[config.mk]
export PLATFORM = sky130hd
export DESIGN_NAME = sprite_frame_plotter
export DESIGN_NICKNAME = d
export VERILOG_FILES = /design/src/rtl/vga_xy_pkg.sv /design/src/rtl/coord_delay_line.sv /design/src/rtl/sprite_frame_plotter.sv
export SDC_FILE = /design/constraint.sdc
export NUM_CORES = 1
export LEC_CHECK = 0
export BUFFER_PORTS_ARGS = -buffer_cell sky130_fd_sc_hd__buf_4
export CORE_MARGIN = 2
export CORE_UTILIZATION = 40
export CTS_BUF_LIST = sky130_fd_sc_hd__clkbuf_2 sky130_fd_sc_hd__clkbuf_4 sky130_fd_sc_hd__clkbuf_8
export CTS_CLUSTER_SIZE = 24
export DETAILED_ROUTE_END_ITERATION = 7
export PLACE_DENSITY_LB_ADDON = 0.2
export SYNTH_ARGS = -nofsm -noshare
export SYNTH_HDL_FRONTEND = slang
export SYNTH_SLANG_ARGS = --single-unit
export TNS_END_PERCENT = 50
[constraint.sdc]
create_clock -name VGA_CLK -period 3.1 [get_ports VGA_CLK]
set_clock_uncertainty 0.1 [all_clocks]
set_input_delay 0.62 -clock VGA_CLK [delete_from_list [all_inputs] [get_ports VGA_CLK]]
set_output_delay 0.62 -clock VGA_CLK [all_outputs]
set_load 0.02 [all_outputs]
[src/rtl/vga_xy_pkg.sv]
// Shared constants and state encoding for the 160x120 sprite plotting path.
// Holds screen-size defaults, coordinate widths and the transparent colour.
package vga_xy_pkg;

  localparam int SCREEN_W_DEF = 160;
  localparam int SCREEN_H_DEF = 120;
  localparam int X_W          = 8;
  localparam int Y_W          = 7;

  localparam logic [2:0] TRANSP_COLOUR = 3'b000;

  typedef enum logic [1:0] {
    IDLE  = 2'd0,
    SCAN  = 2'd1,
    DRAIN = 2'd2,
    DONE  = 2'd3
  } state_t;

  function automatic logic is_transparent(input logic [2:0] colour);
    return colour == TRANSP_COLOUR;
  endfunction

endpackage

[src/rtl/coord_delay_line.sv]
// Fixed-depth shift register carrying {valid, x, y} alongside the pixel source.
// Only the valid bits are cleared by reset; the coordinate payload is don't-care when invalid.
module coord_delay_line #(
  parameter int DEPTH = 1,
  parameter int X_W   = 8,
  parameter int Y_W   = 7
) (
  input  logic           clk,
  input  logic           rst_n,
  input  logic           in_valid,
  input  logic [X_W-1:0] in_x,
  input  logic [Y_W-1:0] in_y,
  output logic           out_valid,
  output logic [X_W-1:0] out_x,
  output logic [Y_W-1:0] out_y
);

  generate
    if (DEPTH == 0) begin : g_bypass
      assign out_valid = in_valid;
      assign out_x     = in_x;
      assign out_y     = in_y;
    end else begin : g_shift
      logic [DEPTH-1:0] valid_d;
      logic [DEPTH-1:0] valid_q;
      logic [X_W-1:0]   x_d [DEPTH];
      logic [X_W-1:0]   x_q [DEPTH];
      logic [Y_W-1:0]   y_d [DEPTH];
      logic [Y_W-1:0]   y_q [DEPTH];

      for (genvar gi = 0; gi < DEPTH; gi++) begin : g_stage
        if (gi == 0) begin : g_head
          assign valid_d[gi] = in_valid;
          assign x_d[gi]     = in_x;
          assign y_d[gi]     = in_y;
        end else begin : g_body
          assign valid_d[gi] = valid_q[gi-1];
          assign x_d[gi]     = x_q[gi-1];
          assign y_d[gi]     = y_q[gi-1];
        end
      end

      always_ff @(posedge clk or negedge rst_n) begin
        if (!rst_n) begin
          valid_q <= '0;
        end else begin
          valid_q <= valid_d;
        end
      end

      always_ff @(posedge clk) begin
        x_q <= x_d;
        y_q <= y_d;
      end

      assign out_valid = valid_q[DEPTH-1];
      assign out_x     = x_q[DEPTH-1];
      assign out_y     = y_q[DEPTH-1];
    end
  endgenerate

endmodule

[src/rtl/sprite_frame_plotter.sv]
// Rasters every screen coordinate into sprite_test and re-times its pixel into VGA plot writes.
// Optional build macro TRANSPARENT_EN suppresses the plot strobe for black pixels.
module sprite_frame_plotter
  import vga_xy_pkg::*;
#(
  parameter int SCREEN_W    = SCREEN_W_DEF,
  parameter int SCREEN_H    = SCREEN_H_DEF,
  parameter int PIX_LATENCY = 1
) (
  input  logic           VGA_CLK,
  input  logic           resetn,
  input  logic           start,
  input  logic [X_W-1:0] pos_x,
  input  logic [Y_W-1:0] pos_y,
  output logic [X_W-1:0] sprite_x,
  output logic [Y_W-1:0] sprite_y,
  output logic [X_W-1:0] xvga,
  output logic [Y_W-1:0] yvga,
  input  logic [2:0]     pixel,
  output logic [X_W-1:0] vga_x,
  output logic [Y_W-1:0] vga_y,
  output logic [2:0]     vga_colour,
  output logic           vga_plot,
  output logic           busy,
  output logic           done
);

  localparam int DCNT_W = $clog2(PIX_LATENCY + 2);

  localparam logic [X_W-1:0]    X_LAST     = X_W'(SCREEN_W - 1);
  localparam logic [Y_W-1:0]    Y_LAST     = Y_W'(SCREEN_H - 1);
  localparam logic [DCNT_W-1:0] DRAIN_LAST = DCNT_W'(PIX_LATENCY);

  state_t              state_q, state_d;
  logic [X_W-1:0]      sprite_x_q, sprite_x_d;
  logic [Y_W-1:0]      sprite_y_q, sprite_y_d;
  logic [X_W-1:0]      xvga_q, xvga_d;
  logic [Y_W-1:0]      yvga_q, yvga_d;
  logic [DCNT_W-1:0]   drain_cnt_q, drain_cnt_d;
  logic                busy_q, busy_d;
  logic                done_q, done_d;

  logic [X_W-1:0]      vga_x_q, vga_x_d;
  logic [Y_W-1:0]      vga_y_q, vga_y_d;
  logic [2:0]          vga_colour_q, vga_colour_d;
  logic                vga_plot_q, vga_plot_d;

  logic                dl_valid;
  logic [X_W-1:0]      dl_x;
  logic [Y_W-1:0]      dl_y;

  always_comb begin
    state_d     = state_q;
    sprite_x_d  = sprite_x_q;
    sprite_y_d  = sprite_y_q;
    xvga_d      = xvga_q;
    yvga_d      = yvga_q;
    drain_cnt_d = drain_cnt_q;
    busy_d      = busy_q;
    done_d      = 1'b0;

    case (state_q)
      IDLE: begin
        if (start) begin
          state_d    = SCAN;
          sprite_x_d = pos_x;
          sprite_y_d = pos_y;
          xvga_d     = '0;
          yvga_d     = '0;
          busy_d     = 1'b1;
        end
      end
      SCAN: begin
        if (xvga_q == X_LAST) begin
          if (yvga_q == Y_LAST) begin
            // Last coordinate is on the bus now; hold it while the pipe empties.
            state_d     = DRAIN;
            drain_cnt_d = '0;
          end else begin
            xvga_d = '0;
            yvga_d = yvga_q + Y_W'(1);
          end
        end else begin
          xvga_d = xvga_q + X_W'(1);
        end
      end
      DRAIN: begin
        if (drain_cnt_q == DRAIN_LAST) begin
          state_d = DONE;
          busy_d  = 1'b0;
          done_d  = 1'b1;
        end else begin
          drain_cnt_d = drain_cnt_q + DCNT_W'(1);
        end
      end
      DONE: begin
        state_d = IDLE;
      end
      default: begin
        state_d = IDLE;
      end
    endcase
  end

  coord_delay_line #(
    .DEPTH (PIX_LATENCY),
    .X_W   (X_W),
    .Y_W   (Y_W)
  ) u_coord_delay (
    .clk       (VGA_CLK),
    .rst_n     (resetn),
    .in_valid  (state_q == SCAN),
    .in_x      (xvga_q),
    .in_y      (yvga_q),
    .out_valid (dl_valid),
    .out_x     (dl_x),
    .out_y     (dl_y)
  );

  // The delayed coordinate meets the pixel sprite_test produced for it this cycle.
  always_comb begin
    vga_x_d      = vga_x_q;
    vga_y_d      = vga_y_q;
    vga_colour_d = vga_colour_q;
    vga_plot_d   = 1'b0;
    if (dl_valid) begin
      vga_x_d      = dl_x;
      vga_y_d      = dl_y;
      vga_colour_d = pixel;
`ifdef TRANSPARENT_EN
      vga_plot_d   = !is_transparent(pixel);
`else
      vga_plot_d   = 1'b1;
`endif
    end
  end

  always_ff @(posedge VGA_CLK or negedge resetn) begin
    if (!resetn) begin
      state_q      <= IDLE;
      sprite_x_q   <= '0;
      sprite_y_q   <= '0;
      xvga_q       <= '0;
      yvga_q       <= '0;
      drain_cnt_q  <= '0;
      busy_q       <= 1'b0;
      done_q       <= 1'b0;
      vga_x_q      <= '0;
      vga_y_q      <= '0;
      vga_colour_q <= '0;
      vga_plot_q   <= 1'b0;
    end else begin
      state_q      <= state_d;
      sprite_x_q   <= sprite_x_d;
      sprite_y_q   <= sprite_y_d;
      xvga_q       <= xvga_d;
      yvga_q       <= yvga_d;
      drain_cnt_q  <= drain_cnt_d;
      busy_q       <= busy_d;
      done_q       <= done_d;
      vga_x_q      <= vga_x_d;
      vga_y_q      <= vga_y_d;
      vga_colour_q <= vga_colour_d;
      vga_plot_q   <= vga_plot_d;
    end
  end

  assign sprite_x   = sprite_x_q;
  assign sprite_y   = sprite_y_q;
  assign xvga       = xvga_q;
  assign yvga       = yvga_q;
  assign vga_x      = vga_x_q;
  assign vga_y      = vga_y_q;
  assign vga_colour = vga_colour_q;
  assign vga_plot   = vga_plot_q;
  assign busy       = busy_q;
  assign done       = done_q;

endmodule

### Yosys cells after proc, flatten, opt, wreduce, memory -nomap -nowiden

Cells that the tools add are included.

| word-level totals | value |
|---|---|
| output and inout bits | 51 |
| register bits after elaboration | 71 |
| input bits | 21 |

| cells by class | value |
|---|---|
| muxes and demuxes | 23 |
| equal/unequal tests | 13 |
| add/subtract/negate cells | 3 |
| reduce and logical (&&, ||, !) cells | 10 |

Operators by type and width:

| kind | count |
|---|---|
| $mux 8 | 3 |
| $mux 7 | 3 |
| $pmux 8 s2 | 1 |
| $mux 2 | 7 |
| $pmux 7 s2 | 1 |
| $ne 2x2->1 const B | 6 |
| $reduce_and 4->1 | 3 |
| $add 8x1->8 const B | 1 |
| $eq 8x8->1 const B | 1 |
| $pmux 2 s4 | 1 |
| $add 7x1->7 const B | 1 |
| $eq 7x7->1 const B | 1 |
| $reduce_and 3->1 | 2 |
| $reduce_bool 2->1 | 3 |
| $mux 1 | 5 |
| $eq 2x1->1 const B | 2 |
| $eq 2x2->1 const B | 2 |
| $pmux 2 s2 | 1 |
| $ne 3x3->1 const B | 1 |
| $add 2x1->2 const B | 1 |
| $logic_not 2->1 | 1 |
| $pmux 1 s2 | 1 |
| $reduce_and 2->1 | 1 |

### Logic depth before layout (Yosys ltp)

Gate-level depths: netlist (run 1).

| depth | value |
|---|---|
| word-level depth | 4 |
| depth in mapped cells | 7 |
| gate-level depth less buffers | 7 |

### By module

Synthesis (run 1) repeated with hierarchy kept, for this count alone.

| second synthesis, totals | value |
|---|---|
| cell total of the unflattened synthesis | 217 |
| area, all modules | 2842.7 µm² |

By module, submodules not included:

| module | area each (µm²) | sequential area each (µm²) | cells an instance | times used |
|---|---|---|---|---|
| sprite_frame_plotter | 2517.4 | 1376.3 | 201 | 1 |
| coord_delay_line | 325.3 | 325.3 | 16 | 1 |

### Worst setup path after synthesis (run 1)

No wires, ideal clock.

| timing | value |
|---|---|
| path kind | register to register |
| from | register xvga_q[0], in the netlist xvga[0] |
| to | register yvga_q[0], in the netlist yvga[0] |
| arrival time | 2081 ps |
| setup time | 127 ps |
| stages on the path, launching flop included | 8 |
| data required time | 2873 ps |
| setup slack | 791 ps |
| cells stage by stage | dfrtp_1 ha_1 nand4_1 or4b_4 o21ai_1 and2b_1 buf_6 mux2_1 |

| on the way | value |
|---|---|
| longest elaborated chain between the ends | 3 |

RTL lines:

| item | RTL line | source |
|---|---|---|
| from (decl) | sprite_frame_plotter.sv:37 | `logic [X_W-1:0] xvga_q, xvga_d;` |
| from (signal assigned) | sprite_frame_plotter.sv:156 | `xvga_q <= xvga_d;` |
| $eq 8x8->1 | sprite_frame_plotter.sv:74 | `if (xvga_q == X_LAST) begin` |
| $ne 2x2->1 (no source line) | n/a |  |
| $reduce_and 4->1 (no source line) | n/a |  |
| to (signal assigned) | sprite_frame_plotter.sv:157 | `yvga_q <= yvga_d;` |
| to (decl) | sprite_frame_plotter.sv:38 | `logic [Y_W-1:0] yvga_q, yvga_d;` |

No other way between the ends.
A chain may end at the register's enable or synchronous reset.

### Worst setup path after layout (run 1)

| timing | value |
|---|---|
| from | register state_q[1] |
| to | register yvga_q[0], in the netlist yvga[0] |

| on the way | value |
|---|---|
| longest elaborated chain between the ends | 3 |
| elaborated cells on any way between the ends | 8 |

RTL lines:

| item | RTL line | source |
|---|---|---|
| from (decl) | sprite_frame_plotter.sv:34 | `state_t state_q, state_d;` |
| from (signal assigned) | sprite_frame_plotter.sv:153 | `state_q <= state_d;` |
| $eq 2x1->1 (*) | n/a |  |
| named net u_coord_delay.in_valid | coord_delay_line.sv:10 | `input logic in_valid,` |
| $ne 2x2->1 (no source line) / $reduce_bool 2->1 (equally long branches) | n/a |  |
| $reduce_and 4->1 (no source line) | n/a |  |

Mark *: on every way through the listed nets, which the timed path passes. The rest lies on a longest branch.

==> results of run 1 <==
[area by class of cell]
type | count | area, sq um
Inverter | 8 | 30.03
Clock inverter | 6 | 83.83
Tap cell | 80 | 100.1
Multi-Input combinational cell | 131 | 1008
Clock buffer | 10 | 137.6
Fill cell | 610 | 3154
Timing Repair Buffer | 72 | 540.5
Sequential cell | 71 | 1702
[power breakdown]
group	internal, mW	switching (mW)
registers	1.22	0.219
clock network	0.472	0.339
logic	0.671	0.738
total	2.36	1.30
[how the worst max path moves through the flow]
stage / start / endpoint / slack [ns] / cells after the start
finish: state_q[1]$_DFFE_PN0P_ / yvga[0]$_DFFE_PN0P_ / 0.63 / 6
global route: state_q[1]$_DFFE_PN0P_ / xvga[5]$_DFFE_PN0P_ / 0.41 / 7
CTS: state_q[1]$_DFFE_PN0P_ / yvga[0]$_DFFE_PN0P_ / 0.66 / 6
detailed placement: state_q[1]$_DFFE_PN0P_ / yvga[0]$_DFFE_PN0P_ / 0.67 / 6
global placement: state_q[1]$_DFFE_PN0P_ / yvga[0]$_DFFE_PN0P_ / 0.71 / 6
floorplan: xvga[0]$_DFFE_PN0P_ / yvga[0]$_DFFE_PN0P_ / 0.79 / 7
[layer usage]
metal	track usage, %	share of wire (%)	vias to the layer above
li1	-	-	934
met1	18.39	44	970
met2	22.90	50	30
met3	3.886	3.5	10
met4	8.392	2.4	0
met5	0	0	-
[cell families after synthesis]
| group | Yosys count | synth area share, % |
|---|---|---|
| compound gates | 38 | 8.865 |
| fa+ha+maj | 7 | 3.166 |
| buf+inv | 13 | 2.035 |
| flops | 71 | 61.51 |
| mux | 38 | 15.29 |
| simple gates | 48 | 9.136 |
[registers in the layout, indices dropped and copies added (netlist names)]
| register | count |
|---|---|
| sprite_x | 8 |
| u_coord_delay.out_x | 8 |
| vga_x | 8 |
| xvga | 8 |
| sprite_y | 7 |
| u_coord_delay.out_y | 7 |
| vga_y | 7 |
| yvga | 7 |
| vga_colour | 3 |
| drain_cnt_q | 2 |
| state_q | 2 |
| busy | 1 |
| done | 1 |
| u_coord_delay.out_valid | 1 |
| vga_plot | 1 |
[cell usage in the layout (no fill, tap or decap), drive strengths merged, types with 2 or more instances in the layout]
| cell type | count |
|---|---|
| mux2i | 4 |
| nand2 | 13 |
| and3 | 2 |
| dfxtp | 15 |
| o311ai | 2 |
| bufinv | 2 |
| o21ai | 10 |
| o22ai | 2 |
| nand3 | 7 |
| nor4 | 2 |
| nor3 | 3 |
| a31oi | 7 |
| mux2 | 34 |
| clkinv | 5 |
| nand2b | 4 |
| dfrtp | 56 |
| inv | 7 |
| ha | 7 |
| clkbuf | 10 |
| buf | 72 |
| nor2 | 9 |
| a21oi | 7 |
==> run summary, run 1 <==
Run status - finished, final reports clean
Worst skew pair latency - 0.35 ns
CTS Buf Count - 9
Main synth FF type - dfrtp_1
Yosys Warn Count - 0
Leakage power - 1.706 nW
Vias in the first global route - 1,770
R2R Path Start - state_q[1]$_DFFE_PN0P_
Fin area - 3602 sq um
Slew HR - 46.38%
Most common cell in the netlist - dfrtp_1
# port buffers - 71
Asr flop ratio synth - 78.87%
Tcrit/Tclk final - 79.59%
Worst setup SP type - flip-flop
Die area - 7597 sq um
Starting Density - 40.94%
RSZ-0062 raised after global routing - false
Max Slew Vio Count - 0
CTS Hold Bufs - 0
Site Rows - 30
Endpoints failing setup - 0
Placed cell count - 362
Synth area leader - dfrtp_1
Sequential fraction of the synthesis area - 61.51%
Syn_nets - 243
Vias per cell - 5.143
Synth area leaders - dfrtp_1 (51%), mux2_2 (13%), dfxtp_1 (11%)
Placed inst area - 3381 sq um
Final Hold Viols - 0
Layout Cells excl Fill - 378
Peak Freq - 405.3 MHz
Max IR drop VDD - 0.3549 mV
ANT nets after route - 0
Yosys reg bits - 71
Core ar. - 6756 sq um
# diodes - 0
Worst Path Max Fanout - 13
Pre-CTS setup slack - 0.6704 ns
Final hold slack - 0.2201 ns
Ports - 72
CP bufs+invs - 2
Max-cap viol count - 0
CP max stage delay - 0.42 ns
WL final - 5231 um
Clock transition at path regs - 0.07 ns
CTS resizes - 0
Synth unique cells - 41
DIE WIDTH - 87.16 um
Initial antenna violation count - 0
R2R Path End - yvga[0]$_DFFE_PN0P_
CP delay by family, top - buffers and inverters
GRT Total Usage - 14.66%
Hpwl dp - 3615 um
EDFF count, synth - 0
Die height - 87.16 um
Routed len/inst - 13.84 um
Grt total ovfl - 0
PnR Total Power - 3.658 mW
Worst-margin pin slew - 0.8043 ns
Vias - 1,944
Cell Chain, Critical Path - inv_1 > ha_1 > clkinv_1 > o21a_1 > and2b_1 > mux2_1
Layout cells sized above 1 - 41.28%
PD cells - 1016 nW/um^2
Avg Synthesized Cell Area - 12.87 sq um
Crit end category - flip-flop
Tmin final - 2.467 ns
Placer congestion estimate - 0.7781
Setup ws final - 0.6326 ns
Hold WC Path Type - in -> async
Initial detailed-routing violation count - 83
CTS Buffer Depth - 2
Critical path's slowest cell - ha_1
# Post-CTS Setup Buffers - 0
CTS H-tree depth - 3
Final core occ - 53.31%
CTS Sinks - 71
Drt first pass iters - 4
Root Driver - clkbuf_8
CTS tree - done
Setup TNS - 0 ns
Commonest cells post-synth - dfrtp_1 (56), mux2_2 (33), dfxtp_1 (15), nand2_1 (13), nor2_1 (9)
Area Overhead vs Synth - 30.21%
First-pass GRT wire length - 8466 um
Largest net degree at the start of global routing - 57
Crit Path Category - reg -> reg
Post-synth top area share - 50.66%
Worst path arrival time - 2.60 ns
R2R Setup Slk - 0.63 ns
R2R cell count - 6
Mapped Area - 2766 sq um
Worst EP required - 3.23 ns
Final #Nets - 321
# DRC - 0
Cells after Synth - 215
Power figures use the tool's default switching activity.
==> inputs of run 2 (changes only) <==
Settings changed: ABC_AREA set to 1.
Clock period 3.1 ns to 2.38 ns, I/O delays scaled along.
==> run summary, run 2 <==
Run status - finished, final reports clean (unchanged)
Yosys reg bits - 71 (unchanged)
Asr flop ratio synth - 78.87% (unchanged)
Endpoints failing setup - 0 (unchanged)
Root Driver - clkbuf_8 (unchanged)
Grt total ovfl - 0 (unchanged)
Commonest cells after routing, fill and taps aside - buf_4 (73), dfrtp_1 (56), nand2_1 (51) (was buf_4 (72), dfrtp_1 (56), mux2_2 (33))
Cells after Synth - 261 (was 215)
Area Overhead vs Synth - 27.61% (was 30.21%)
Core ar. - 7214 sq um (was 6756 sq um)
Ports - 72 (unchanged)
Flop pwr share - 39.3% (about the same)
Most common cell in the netlist - dfrtp_1 (unchanged)
CTS tree - done (unchanged)
Vias in the first global route - 1,965 (was 1,770)
CTS Buf Count - 9 (unchanged)
Max Slew Vio Count - 0 (unchanged)
Synth unique cells - 31 (was 41)
Most common cell after layout, fill and taps aside - buf_4 (unchanged)
# DRC - 0 (unchanged)
R2R Path Start - state_q[0]$_DFFE_PN0P_ (was state_q[1]$_DFFE_PN0P_)
Sw Ratio - 37.07% (was 35.41%)
Final hold slack - 0.07246 ns (was 0.2201 ns)
Final #Nets - 368 (was 321)
Worst setup SP type - flip-flop (unchanged)
Logic pwr share - 40.0% (was 38.5%)
Die height - 90.08 um (was 87.16 um)
Initial antenna violation count - 0 (unchanged)
Sequential fraction of the synthesis area - 57.41% (was 61.51%)
Syn_nets - 289 (was 243)
Worst path arrival time - 1.84 ns (was 2.60 ns)
Largest family of logic cells by synthesized area - simple AND/OR/NAND/NOR gates (was multiplexers)
Synth area leader - dfrtp_1 (unchanged)
Drt first pass iters - 4 (unchanged)
Tcrit/Tclk final - 71.82% (was 79.59%)
Post-synth top area share - 47.28% (was 50.66%)
Site Rows - 31 (was 30)
DIE WIDTH - 90.08 um (was 87.16 um)
Final Hold Viols - 0 (unchanged)
Die area - 8114 sq um (was 7597 sq um)
Hold WC Path Type - in -> async (unchanged)
R2R Setup Slk - 0.67 ns (was 0.63 ns)
WL final - 5336 um (was 5231 um)
# diodes - 0 (unchanged)
Post-synthesis simple-gate area fraction - 17.05% (was 9.136%)
Main synth FF type - dfrtp_1 (unchanged)
ANT nets after route - 0 (unchanged)
Hpwl dp - 3800 um (was 3615 um)
Fillers - 682 (was 610)
Worst skew pair latency - 0.34 ns (was 0.35 ns)
Worst EP required - 2.51 ns (was 3.23 ns)
R2R cell count - 4 (was 6)
Starting Density - 41.09% (was 40.94%)
Placer congestion estimate - 0.7251 (was 0.7781)
Initial detailed-routing violation count - 70 (was 83)
Setup TNS - 0 ns (unchanged)
Peak Freq - 585.0 MHz (was 405.3 MHz)
Int Pwr - 2.650 mW (was 2.363 mW)
P_sw - 1.561 mW (was 1.295 mW)
Max IR drop VDD - 0.5087 mV (was 0.3549 mV)
Synth Area in Compound Gates - 3.039% (was 8.865%)
CTS Hold Bufs - 0 (unchanged)
Leakage power - 1.905 nW (was 1.706 nW)
Max-cap viol count - 0 (unchanged)
CTS resizes - 0 (unchanged)
CTS H-tree depth - 3 (unchanged)
Xor/xnor share of the synthesized area - 1.182% (was 0%)
Crit Path Category - reg -> reg (unchanged)
Commonest cells post-synth - dfrtp_1 (56), nand2_1 (51), mux2_2 (24), inv_1 (21) (was dfrtp_1 (56), mux2_2 (33), dfxtp_1 (15), nand2_1 (13), nor2_1 (9))
First-pass GRT wire length - 9128 um (was 8466 um)
GRT Total Usage - 14.19% (was 14.66%)
Worst Path Max Fanout - 16 (was 13)
Multiplexer share of the synthesized area - 13.68% (was 15.29%)
PD cells - 1113 nW/um^2 (was 1016 nW/um^2)
Vias per cell - 4.529 (was 5.143)
# Post-CTS Setup Buffers - 0 (unchanged)
Layout cells sized above 1 - 42.03% (was 41.28%)
Largest net degree at the start of global routing - 57 (unchanged)
Synth area leaders - dfrtp_1 (47%), dfxtp_1 (10%), mux2_2 (9.1%) (was dfrtp_1 (51%), mux2_2 (13%), dfxtp_1 (11%))
Slew HR - 53.31% (was 46.38%)
Mapped Area - 2964 sq um (was 2766 sq um)
Vias - 2,011 (was 1,944)
Yosys Warn Count - 0 (unchanged)
Routed len/inst - 12.02 um (was 13.84 um)
# port buffers - 71 (unchanged)
CTS Sinks - 71 (unchanged)
Tmin final - 1.709 ns (was 2.467 ns)
RSZ-0062 raised after global routing - false (unchanged)
Crit end category - flip-flop (unchanged)
Clock transition at path regs - 0.08 ns (was 0.07 ns)
Worst-margin pin slew - 0.7004 ns (was 0.8043 ns)
R2R Path End - sprite_y[5]$_DFFE_PN0P_ (was yvga[0]$_DFFE_PN0P_)
Adder-cell share of the synthesized area - 2.955% (was 3.166%)
EDFF count, synth - 0 (unchanged)
Clock power share - 20.6% (was 22.2%)
CTS Buffer Depth - 2 (unchanged)
Avg Synthesized Cell Area - 11.36 sq um (was 12.87 sq um)
-- run 2: power by group through the flow --
stage	combinational, mW	sequential (mW)	clock [mW]
after floorplan	0.949	1.89	0
after global placement	1.68	1.68	0
after detailed placement	1.71	1.69	0
after CTS	1.71	1.67	0.910
after global routing	1.84	1.71	0.945
final	1.69	1.66	0.869
-- run 2: how the worst max path moves through the flow --
stage | cells after the start | to | start
detailed placement | 4 | sprite_y[3]$_DFFE_PN0P_ | state_q[0]$_DFFE_PN0P_
floorplan | 8 | drain_cnt_q[0]$_DFFE_PN0P_ | yvga[0]$_DFFE_PN0P_
global route | 9 | xvga[7]$_DFFE_PN0P_ | yvga[0]$_DFFE_PN0P_
CTS | 4 | sprite_y[5]$_DFFE_PN0P_ | state_q[0]$_DFFE_PN0P_
finish | 4 | sprite_y[5]$_DFFE_PN0P_ | state_q[0]$_DFFE_PN0P_
global placement | 4 | sprite_y[3]$_DFFE_PN0P_ | state_q[0]$_DFFE_PN0P_
-- run 2: layout make-up --
| type | instances | area (sq um) | share of cell area, % |
|---|---|---|---|
| multi-input cells | 158 | 1124 | 29.71 |
| well taps | 99 | 123.9 | 3.275 |
| repair buffers | 73 | 548.0 | 14.49 |
| clock buffers | 10 | 137.6 | 3.639 |
| clock inverters | 6 | 45.04 | 1.191 |
| flip-flops and latches | 71 | 1702 | 44.99 |
| inverters | 27 | 102.6 | 2.713 |
-- run 2: kinds of logic after synthesis --
logic type	Yosys count
simple gates	97
flops	71
mux	33
buf+inv	32
compound gates	17
fa+ha+maj	7
xor+xnor	4
-- run 2: metal layers --
metal / global-route usage [%] / share of wire (%) / vias up
met5: 0 / 0 / -
met1: 17.83 / 46 / 963
met3: 3.604 / 3.1 / 8
li1: - / - / 1008
met2: 22.49 / 49 / 32
met4: 7.692 / 2.2 / 0
-- run 2: critical path, stage by stage (launching register included) --
cell and delay [ns]:
dfrtp_1 0.38, inv_1 0.09, ha_1 0.27, nand2_2 0.37
mux2_2 0.39
-- run 2: per-stage QoR --
step / utilization [%] / instance area (sq um) / instances / setup slack, ns / total power [mW]
floorplan: - / 2964 / 261 / 0.8182 / 2.839
global placement: 49.90 / 3600 / 428 / 0.7045 / 3.365
detailed placement: 49.90 / 3600 / 428 / 0.6614 / 3.402
CTS: 52.43 / 3782 / 444 / 0.6517 / 4.292
global route: 52.43 / 3782 / 444 / 0.5337 / 4.486
finish: 52.43 / 3782 / 444 / 0.6707 / 4.212
==> inputs of run 3 (changes only) <==
Clock period 2.38 ns to 1.5 ns, I/O delays scaled along.
==> run summary, run 3 (synthesis results as in run 2) <==
Met2 Track Usage GR - 24.75% (was 22.49%)
# DRC - 0 (unchanged)
Vias per cell - 4.565 (was 4.529)
Max IR drop VDD - 0.8287 mV (was 0.5087 mV)
Drt first pass iters - 6 (was 4)
Top Usage Layer GRT - met2 (unchanged)
Vias in the first global route - 2,057 (was 1,965)
Area Overhead vs Synth - 41.79% (was 27.61%)
Final Hold Viols - 0 (unchanged)
CTS H-tree depth - 3 (unchanged)
Worst Path Max Fanout - 8 (was 16)
WL final - 5770 um (was 5336 um)
Worst setup SP type - flip-flop (unchanged)
Crit end category - flip-flop (unchanged)
Pre-CTS setup slack - -0.02648 ns (was 0.6614 ns)
Vias - 2,132 (was 2,011)
Root Driver - clkbuf_8 (unchanged)
Cell Chain, Critical Path - inv_2 > ha_4 > nor2_4 > nor2_8 > inv_2 > nor2_4 > nand3_1 > nand2_1 (was inv_1 > ha_1 > nand2_2 > mux2_2)
Slew HR - 79.96% (was 53.31%)
Worst-margin pin slew - 0.3006 ns (was 0.7004 ns)
Violated checks - negative setup slack
Max Slew Vio Count - 0 (unchanged)
Setup TNS - -0.01491 ns (was 0 ns)
RSZ-0062 raised after global routing - true (was false)
Routed len/inst - 12.36 um (was 12.02 um)
CTS Buf Count - 9 (unchanged)
Peak Freq - 662.8 MHz (was 585.0 MHz)
R2R Setup Slk - -0.009 ns (was 0.67 ns)
GR Util met1 - 18.11% (was 17.83%)
R2R Path Start - state_q[1]$_DFFE_PN0P_ (was state_q[0]$_DFFE_PN0P_)
Placer congestion estimate - 0.7870 (was 0.7251)
R2R cell count - 8 (was 4)
Ports - 72 (unchanged)
CTS Buffer Depth - 2 (unchanged)
Met3 GRT Util - 2.850% (was 3.604%)
Hold WC Path Type - in -> reg (was in -> async)
DIE WIDTH - 90.08 um (unchanged)
R2R Path End - xvga[7]$_DFFE_PN0P_ (was sprite_y[5]$_DFFE_PN0P_)
WHS Endpoint - sprite_y[1]$_DFFE_PN0P_
Clock transition at path regs - 0.08 ns (about the same)
Worst skew pair latency - 0.34 ns (about the same)
PnR Total Power - 7.374 mW (was 4.212 mW)
Final #Nets - 391 (was 368)
Core ar. - 7214 sq um (unchanged)
Tcrit/Tclk final - 100.6% (was 71.82%)
Worst path arrival time - 1.69 ns (was 1.84 ns)
Run status - complete, but fails checks (was finished, final reports clean)
CP delay by family, top - simple AND/OR/NAND/NOR gates (was multiplexers)
Leakage power - 2.066 nW (was 1.905 nW)
Starting Density - 41.09% (unchanged)
PD cells - 1754 nW/um^2 (was 1113 nW/um^2)
Largest net degree at the start of global routing - 57 (unchanged)
Hold path cells - 2
CTS tree - done (unchanged)
Most common cell after layout, fill and taps aside - buf_4 (unchanged)
GRT Total Usage - 14.67% (was 14.19%)
Layout cells sized above 1 - 51.63% (was 42.03%)
First-pass GRT wire length - 9632 um (was 9128 um)
Initial antenna violation count - 0 (unchanged)
ANT nets after route - 0 (unchanged)
Grt total ovfl - 0 (unchanged)
Commonest cells after routing, fill and taps aside - buf_4 (85), dfrtp_1 (51), nand2_1 (46) (was buf_4 (73), dfrtp_1 (56), nand2_1 (51))
Crit Path Category - reg -> reg (unchanged)
Hold Crit Start - pos_y[1]
Die height - 90.08 um (unchanged)
CP max stage delay - 0.39 ns (about the same)
Die area - 8114 sq um (unchanged)
# port buffers - 71 (unchanged)
Initial detailed-routing violation count - 52 (was 70)
CTS Sinks - 71 (unchanged)
Setup ws final - -0.008767 ns (was 0.6707 ns)
Max-cap viol count - 0 (unchanged)
Critical path's slowest cell - dfrtp_1 (was mux2_2)
CP bufs+invs - 2 (was 1)
Worst EP required - 1.68 ns (was 2.51 ns)
# diodes - 0 (unchanged)
Endpoints failing setup - 2 (was 0)
Tmin final - 1.509 ns (was 1.709 ns)
Hpwl dp - 3884 um (was 3800 um)
Site Rows - 31 (unchanged)
-- run 3: changes by cell type in the layout (fill, tap and decap cells not counted), sizes merged --
cell	change
inv	-1
clkbuf	+3
dlygate4sd3	+1
nand3	+1
clkinvlp	-2
buf	+21
-- run 3: final cells by class --
| type | count | area, sq um |
|---|---|---|
| fillers | 623 | 3012 |
| flip-flops and latches | 71 | 1708 |
| multi-input cells | 159 | 1303 |
| repair buffers | 95 | 775.7 |
| clock buffers | 13 | 172.7 |
| well taps | 99 | 123.9 |
| inverters | 27 | 102.6 |
| clock inverters | 3 | 17.52 |
-- run 3: what timing repair did --
item	4_1_cts	5_1_grt
cloned	1	0
setup buffers	1	2
setup endpoints to repair	23	24
hold buffers	1	0
pin swaps	1	10
hold endpoints to repair	56	0
resized for setup	9	32
-- run 3: how the worst max path moves through the flow --
stage                                start  depth (start not counted)                         end  slack (ns)
CTS                 state_q[0]$_DFFE_PN0P_                          7  drain_cnt_q[1]$_DFFE_PN0P_        0.01
floorplan           state_q[0]$_DFFE_PN0P_                          5     sprite_x[0]$_DFFE_PN0P_        0.02
detailed placement  state_q[1]$_DFFE_PN0P_                          7         yvga[0]$_DFFE_PN0P_       -0.03
global placement    state_q[1]$_DFFE_PN0P_                          7         yvga[3]$_DFFE_PN0P_       -0.02
global route           xvga[0]$_DFFE_PN0P_                          8         xvga[6]$_DFFE_PN0P_       -0.09
finish              state_q[1]$_DFFE_PN0P_                          8         xvga[7]$_DFFE_PN0P_      -0.009
-- run 3: report_power, final --
group	leakage [nW]	switching, mW	internal (mW)
registers	0.844	0.252	2.34
logic	1.12	1.77	1.58
clock network	0.0988	0.682	0.750
total	2.07	2.71	4.67
-- run 3: per-stage QoR --
stage	hold WS (ns)	instances	util [%]	cell area [sq um]
after floorplan	-0.09559	261	-	2972
after global placement	0.2132	446	52.39	3780
after detailed placement	0.2113	446	52.39	3780
after CTS	0.06726	465	56.04	4043
after global routing	0.07047	467	58.26	4203
final	0.08543	467	58.26	4203
-- run 3: layer usage --
| layer | wire, um | vias up | part of all wire (%) |
|---|---|---|---|
| met5 | 0 | - | 0 |
| li1 | - | 1060 | - |
| met4 | 72 | 0 | 1.2 |
| met3 | 183 | 7 | 3.2 |
| met2 | 3005 | 32 | 52 |
| met1 | 2508 | 1033 | 43 |
